[src/rtl/xor_cipher_scheduler.sv]
// Two-requester round-robin front end for an external XOR stage and PIPO result register.
// Optional build macro KEY_ROLL_EN: rotate the key left by one after every completed output handshake.

module xor_cipher_scheduler (
  input  logic       clk,
  input  logic       clr,
  input  logic       key_load,
  input  logic [7:0] key_in,
  input  logic       req0_valid,
  input  logic       req1_valid,
  input  logic [7:0] req0_data,
  input  logic [7:0] req1_data,
  output logic       req0_ready,
  output logic       req1_ready,
  output logic [7:0] xor_data,
  output logic [7:0] xor_key,
  output logic       reg_load,
  input  logic [7:0] reg_q,
  output logic       out_valid,
  output logic [7:0] out_data,
  output logic       out_tag,
  input  logic       out_ready,
  output logic       busy,
  output logic       key_valid,
  output logic [1:0] state_o
);

  // Handshakes: a byte moves on a rising edge where valid and ready are both high.
  // reqN_ready is a combinational reply to reqN_valid; out_valid never waits on out_ready.

  typedef enum logic [1:0] {
    S_IDLE = 2'd0,
    S_LOAD = 2'd1,
    S_HOLD = 2'd2
  } state_t;

  state_t     state_q, state_d;
  logic [7:0] key_q, key_d;
  logic       key_valid_q, key_valid_d;
  logic [7:0] xor_data_q, xor_data_d;
  logic       out_tag_q, out_tag_d;
  logic       last_grant_q, last_grant_d;
  logic       grant_any;
  logic       grant_id;

  // On a tie the requester that did not win last time goes first.
  assign grant_any = req0_valid | req1_valid;
  assign grant_id  = (req0_valid && req1_valid) ? ~last_grant_q : req1_valid;

  always_ff @(posedge clk or posedge clr) begin
    if (clr) begin
      state_q      <= S_IDLE;
      key_q        <= 8'h00;
      key_valid_q  <= 1'b0;
      xor_data_q   <= 8'h00;
      out_tag_q    <= 1'b0;
      last_grant_q <= 1'b1;
    end else begin
      state_q      <= state_d;
      key_q        <= key_d;
      key_valid_q  <= key_valid_d;
      xor_data_q   <= xor_data_d;
      out_tag_q    <= out_tag_d;
      last_grant_q <= last_grant_d;
    end
  end

  always_comb begin
    state_d      = state_q;
    key_d        = key_q;
    key_valid_d  = key_valid_q;
    xor_data_d   = xor_data_q;
    out_tag_d    = out_tag_q;
    last_grant_d = last_grant_q;
    req0_ready   = 1'b0;
    req1_ready   = 1'b0;
    reg_load     = 1'b0;
    out_valid    = 1'b0;
    out_data     = 8'h00;

    case (state_q)
      S_IDLE: begin
        if (key_load) begin
          key_d       = key_in;
          key_valid_d = 1'b1;
        end else if (key_valid_q && grant_any) begin
          req0_ready = ~grant_id;
          req1_ready = grant_id;
          xor_data_d = grant_id ? req1_data : req0_data;
          out_tag_d  = grant_id;
          state_d    = S_LOAD;
        end
      end
      S_LOAD: begin
        reg_load = 1'b1;
        state_d  = S_HOLD;
      end
      S_HOLD: begin
        out_valid = 1'b1;
        out_data  = reg_q;
        if (out_ready) begin
          state_d      = S_IDLE;
          last_grant_d = out_tag_q;
`ifdef KEY_ROLL_EN
          key_d        = {key_q[6:0], key_q[7]};
`else
          key_d        = key_q;
`endif
        end
      end
      default: state_d = S_IDLE;
    endcase
  end

  assign xor_data  = xor_data_q;
  assign xor_key   = key_q;
  assign out_tag   = out_tag_q;
  assign busy      = (state_q != S_IDLE);
  assign key_valid = key_valid_q;
  assign state_o   = state_q;

endmodule
[config.mk]
export PLATFORM = sky130hd
export DESIGN_NAME = xor_cipher_scheduler
export DESIGN_NICKNAME = d
export VERILOG_FILES = /design/src/rtl/xor_cipher_scheduler.sv
export SDC_FILE = /design/constraint.sdc
export NUM_CORES = 1
export LEC_CHECK = 0
export ABC_AREA = 1
export ABC_CLOCK_PERIOD_IN_PS = 1180
export CORE_MARGIN = 2
export CORE_UTILIZATION = 36
export DETAILED_ROUTE_END_ITERATION = 8
export HOLD_SLACK_MARGIN = 0.06
export PLACE_DENSITY_LB_ADDON = 0.05
export SYNTH_ARGS = -nofsm -noshare
export SYNTH_HDL_FRONTEND = slang
export SYNTH_SLANG_ARGS = --single-unit
export TNS_END_PERCENT = 100
[constraint.sdc]
create_clock -name clk -period 1.18 [get_ports clk]
set_input_delay 0.118 -clock clk [delete_from_list [all_inputs] [get_ports clk]]
set_output_delay 0.118 -clock clk [all_outputs]
set_load 0.02 [all_outputs]
==> results.tsv <==
stage	metric	value	unit
global_routing	largest net degree at the start of global routing	22	
global_routing	initial antenna violation count	0	
clocking	cts-stage hold buffer count	0	
clocking	CTS clock-pin slew for the worst setup and hold paths	0.12	ns
detailed_routing	DR iter-0 viols	42	
detailed_routing	drt pass-1 iters	4	
floorplan	Die H	59.2	um
global_routing	GR Layer Usage met2	34.1	%
floorplan	die area	3500	sq um
power	Psw	0.00161	W
timing	final period utilization	120	%
power	Gate power share	59.6	%
timing	Slew Viols, Final	0	
cells_and_area	filler instances	230	
cells_and_area	most common cell after layout, fill and taps aside	nand2_1	
synthesis	sequential fraction of the synthesis area	48.1	%
cells_and_area	Area growth syn-to-layout	99.8	%
clocking	H-tree depth	1	
synthesis	area leader, netlist	dfrtp_1	
timing	final setup margin	-0.230	ns
clocking	clock sinks	21	
timing	Max transition margin	84.2	%
global_routing	busiest layer in global routing	met2	
timing	Hold Vio Cnt, Final	0	
clocking	clk_lat worst skew	0.30	ns
detailed_routing	Vias/cell	4.62	
floorplan	Initial Util	36.8	%
global_routing	Tot GR Track Use	18.9	%
detailed_routing	Final ANT Viol Nets	0	
setup_path	slack of the worst reg-to-reg path	-0.08	ns
floorplan	I/O pins	71	
synthesis	yosys warns	0	
power	Leak Pwr	1.13	nW
run	number of max-cap violations	0	
cells_and_area	multi-input logic area	594	sq um
setup_path	CP startpoint kind	flip-flop	
synthesis	Yosys reg bits	21	
min_path	Worst Hold Class	in -> async	
status	status	finished, violations left	
global_routing	met3 Track Usage GR	3.06	%
synthesis	synth top area cells	dfrtp_1 (46%), nand2_1 (21%), nand3_1 (8.2%)	
detailed_routing	via count	1252	
clocking	TritonCTS Buffers	3	
cells_and_area	share of cells above drive strength 1	34.0	%
power	pwr/cell area	1720	nW/um^2
place	post-DP HPWL	2450	um
power	VDD IR max	0.990	mV
floorplan	# rows	20	
clocking	clk buf depth	2	
timing	RSZ-0062 raised after global routing	yes	
detailed_routing	DRC viols	0	
setup_path	Crit Path Category	reg -> out	
floorplan	core area	2980	sq um
detailed_routing	mean routed wirelength per cell	13.3	um
floorplan	Die X	59.2	um
global_routing	first-pass GRT wire length	5070	um
timing	final setup violation count	31	
detailed_routing	DRT Wirelength	3590	um
cells_and_area	cell area after layout	2190	sq um
setup_path	Req. time, crit path	1.06	ns
clocking	clk root buf	clkbuf_4	
timing	TNS Setup	-3.37	ns
setup_path	reg2reg end	xor_key[2]$_DFFE_PP0P_	
power	sequential share of power	31.3	%
synthesis	cell area after synthesis	1100	sq um
setup_path	R2R cell count	7	
cells_and_area	# nets final	277	
setup_path	Critical Path AT	1.29	ns
cells_and_area	# diodes	0	
synthesis	Synth cell types	15	
power	Switching Share	42.6	%
global_routing	vias in the first global route	1176	
power	P_int	0.00216	W
timing	fmax	0.709	GHz
synthesis	Mapped Avg Cell Area	7.66	sq um
status	failing checks	negative setup slack	
setup_path	Worst Setup EP	req0_ready	
synthesis	Mapped Nets	181	
place	placed cell area	1950	sq um
place	gpl congestion	0.781	
cells_and_area	commonest cells after routing, fill and taps aside	nand2_1 (55), clkdlybuf4s50_1 (37), dfrtp_1 (18), buf_6 (18)	
timing	fin crit period	1.41	ns
setup_path	RR Startpoint	state_o[1]$_DFFE_PP0P_	
place	port buffer count	70	
global_routing	GR Layer Usage met1	24.1	%
power	Pwr Total	0.00377	W
setup_path	CP endpoint kind	output port	
cells_and_area	FF+latch area	529	sq um
timing	final hold slack	0.113	ns
synthesis	Cells after Synth	143	
timing	worst slew pin tran	0.237	ns
synthesis	post-synth top area share	45.7	%
setup_path	largest fanout on the critical path	3	
global_routing	total grt overflow	0	
power	clock power share	9.1	%
clocking	CTS tree	done	
setup_path	Crit. Startpoint	state_o[1]$_DFFE_PP0P_	
timing	Clock Skew	0.00966	ns
worst min path at each step:
stage / start / end / slack, ns
6_report: clr / xor_key[4]$_DFFE_PP0P_ / 0.11
3_3_place_gp: clr / xor_key[4]$_DFFE_PP0P_ / 0.45
2_1_floorplan: clr / key_valid$_DFFE_PP0P_ / 0.09
5_1_grt: clr / xor_key[4]$_DFFE_PP0P_ / 0.14
3_5_place_dp: clr / xor_key[4]$_DFFE_PP0P_ / 0.46
4_1_cts: clr / xor_key[4]$_DFFE_PP0P_ / 0.12
state kept, by name, indices dropped and copies added (netlist names):
signal and count:
state_o 2, last_grant_q 1, xor_key 8, key_valid 1
out_tag 1, xor_data 8
stage by stage:
| step | setup WS, ns | instances | utilization, % |
|---|---|---|---|
| final | -0.230 | 271 | 73.5 |
| after global routing | -0.298 | 271 | 73.5 |
| after CTS | -0.201 | 266 | 68.4 |
| after detailed placement | -0.544 | 256 | 65.6 |
| after global placement | -0.520 | 256 | 65.6 |
| after floorplan | 0.00321 | 143 | - |
what timing repair did:
item	4_1_cts	5_1_grt
setup buffers	7	4
cloned	1	2
pin swaps	2	1
resized for setup	118	31
setup endpoints to repair	42	38
area by class of cell:
class                      instances  share of cell area (%)
clock buffer                       3                    1.03
clock inverter                     1                   0.229
inverter                          18                    3.54
multi-input combinational        103                    27.1
sequential                        21                    24.2
tap                               33                    1.89
timing repair buffer              92                    42.0
critical path, stage by stage (launching register included):
cell	delay, ns
dfrtp_2	0.46
nor2_4	0.17
nand3_2	0.14
nor2_4	0.12
buf_6	0.12
synth_stat cells, drive strengths merged:
cell type and count:
nand2 67, dfrtp 20, nand3 19, inv 18, nor2 14, buf 3, dfstp 1, o21bai 1
kinds of logic after synthesis:
group	synth area share (%)
simple gates	42.4
flops	48.1
buf+inv	8.90
compound gates	0.685
power by group through the flow:
stage	combinational [W]	sequential [W]	clock [W]
finish	0.00225	0.00118	0.000343
global route	0.00242	0.00121	0.000373
CTS	0.00195	0.00116	0.000352
detailed placement	0.00198	0.00117	0
global placement	0.00194	0.00116	0
floorplan	0.000662	0.00147	0
routing by layer:
metal / part of all wire, % / routed length [um] / vias up
li1: - / - / 626
met1: 40 / 1450 / 578
met2: 53 / 1920 / 46
met3: 6.1 / 218 / 2
met4: 0.28 / 10 / 0
met5: 0 / 0 / -
Power figures use the tool's default switching activity.
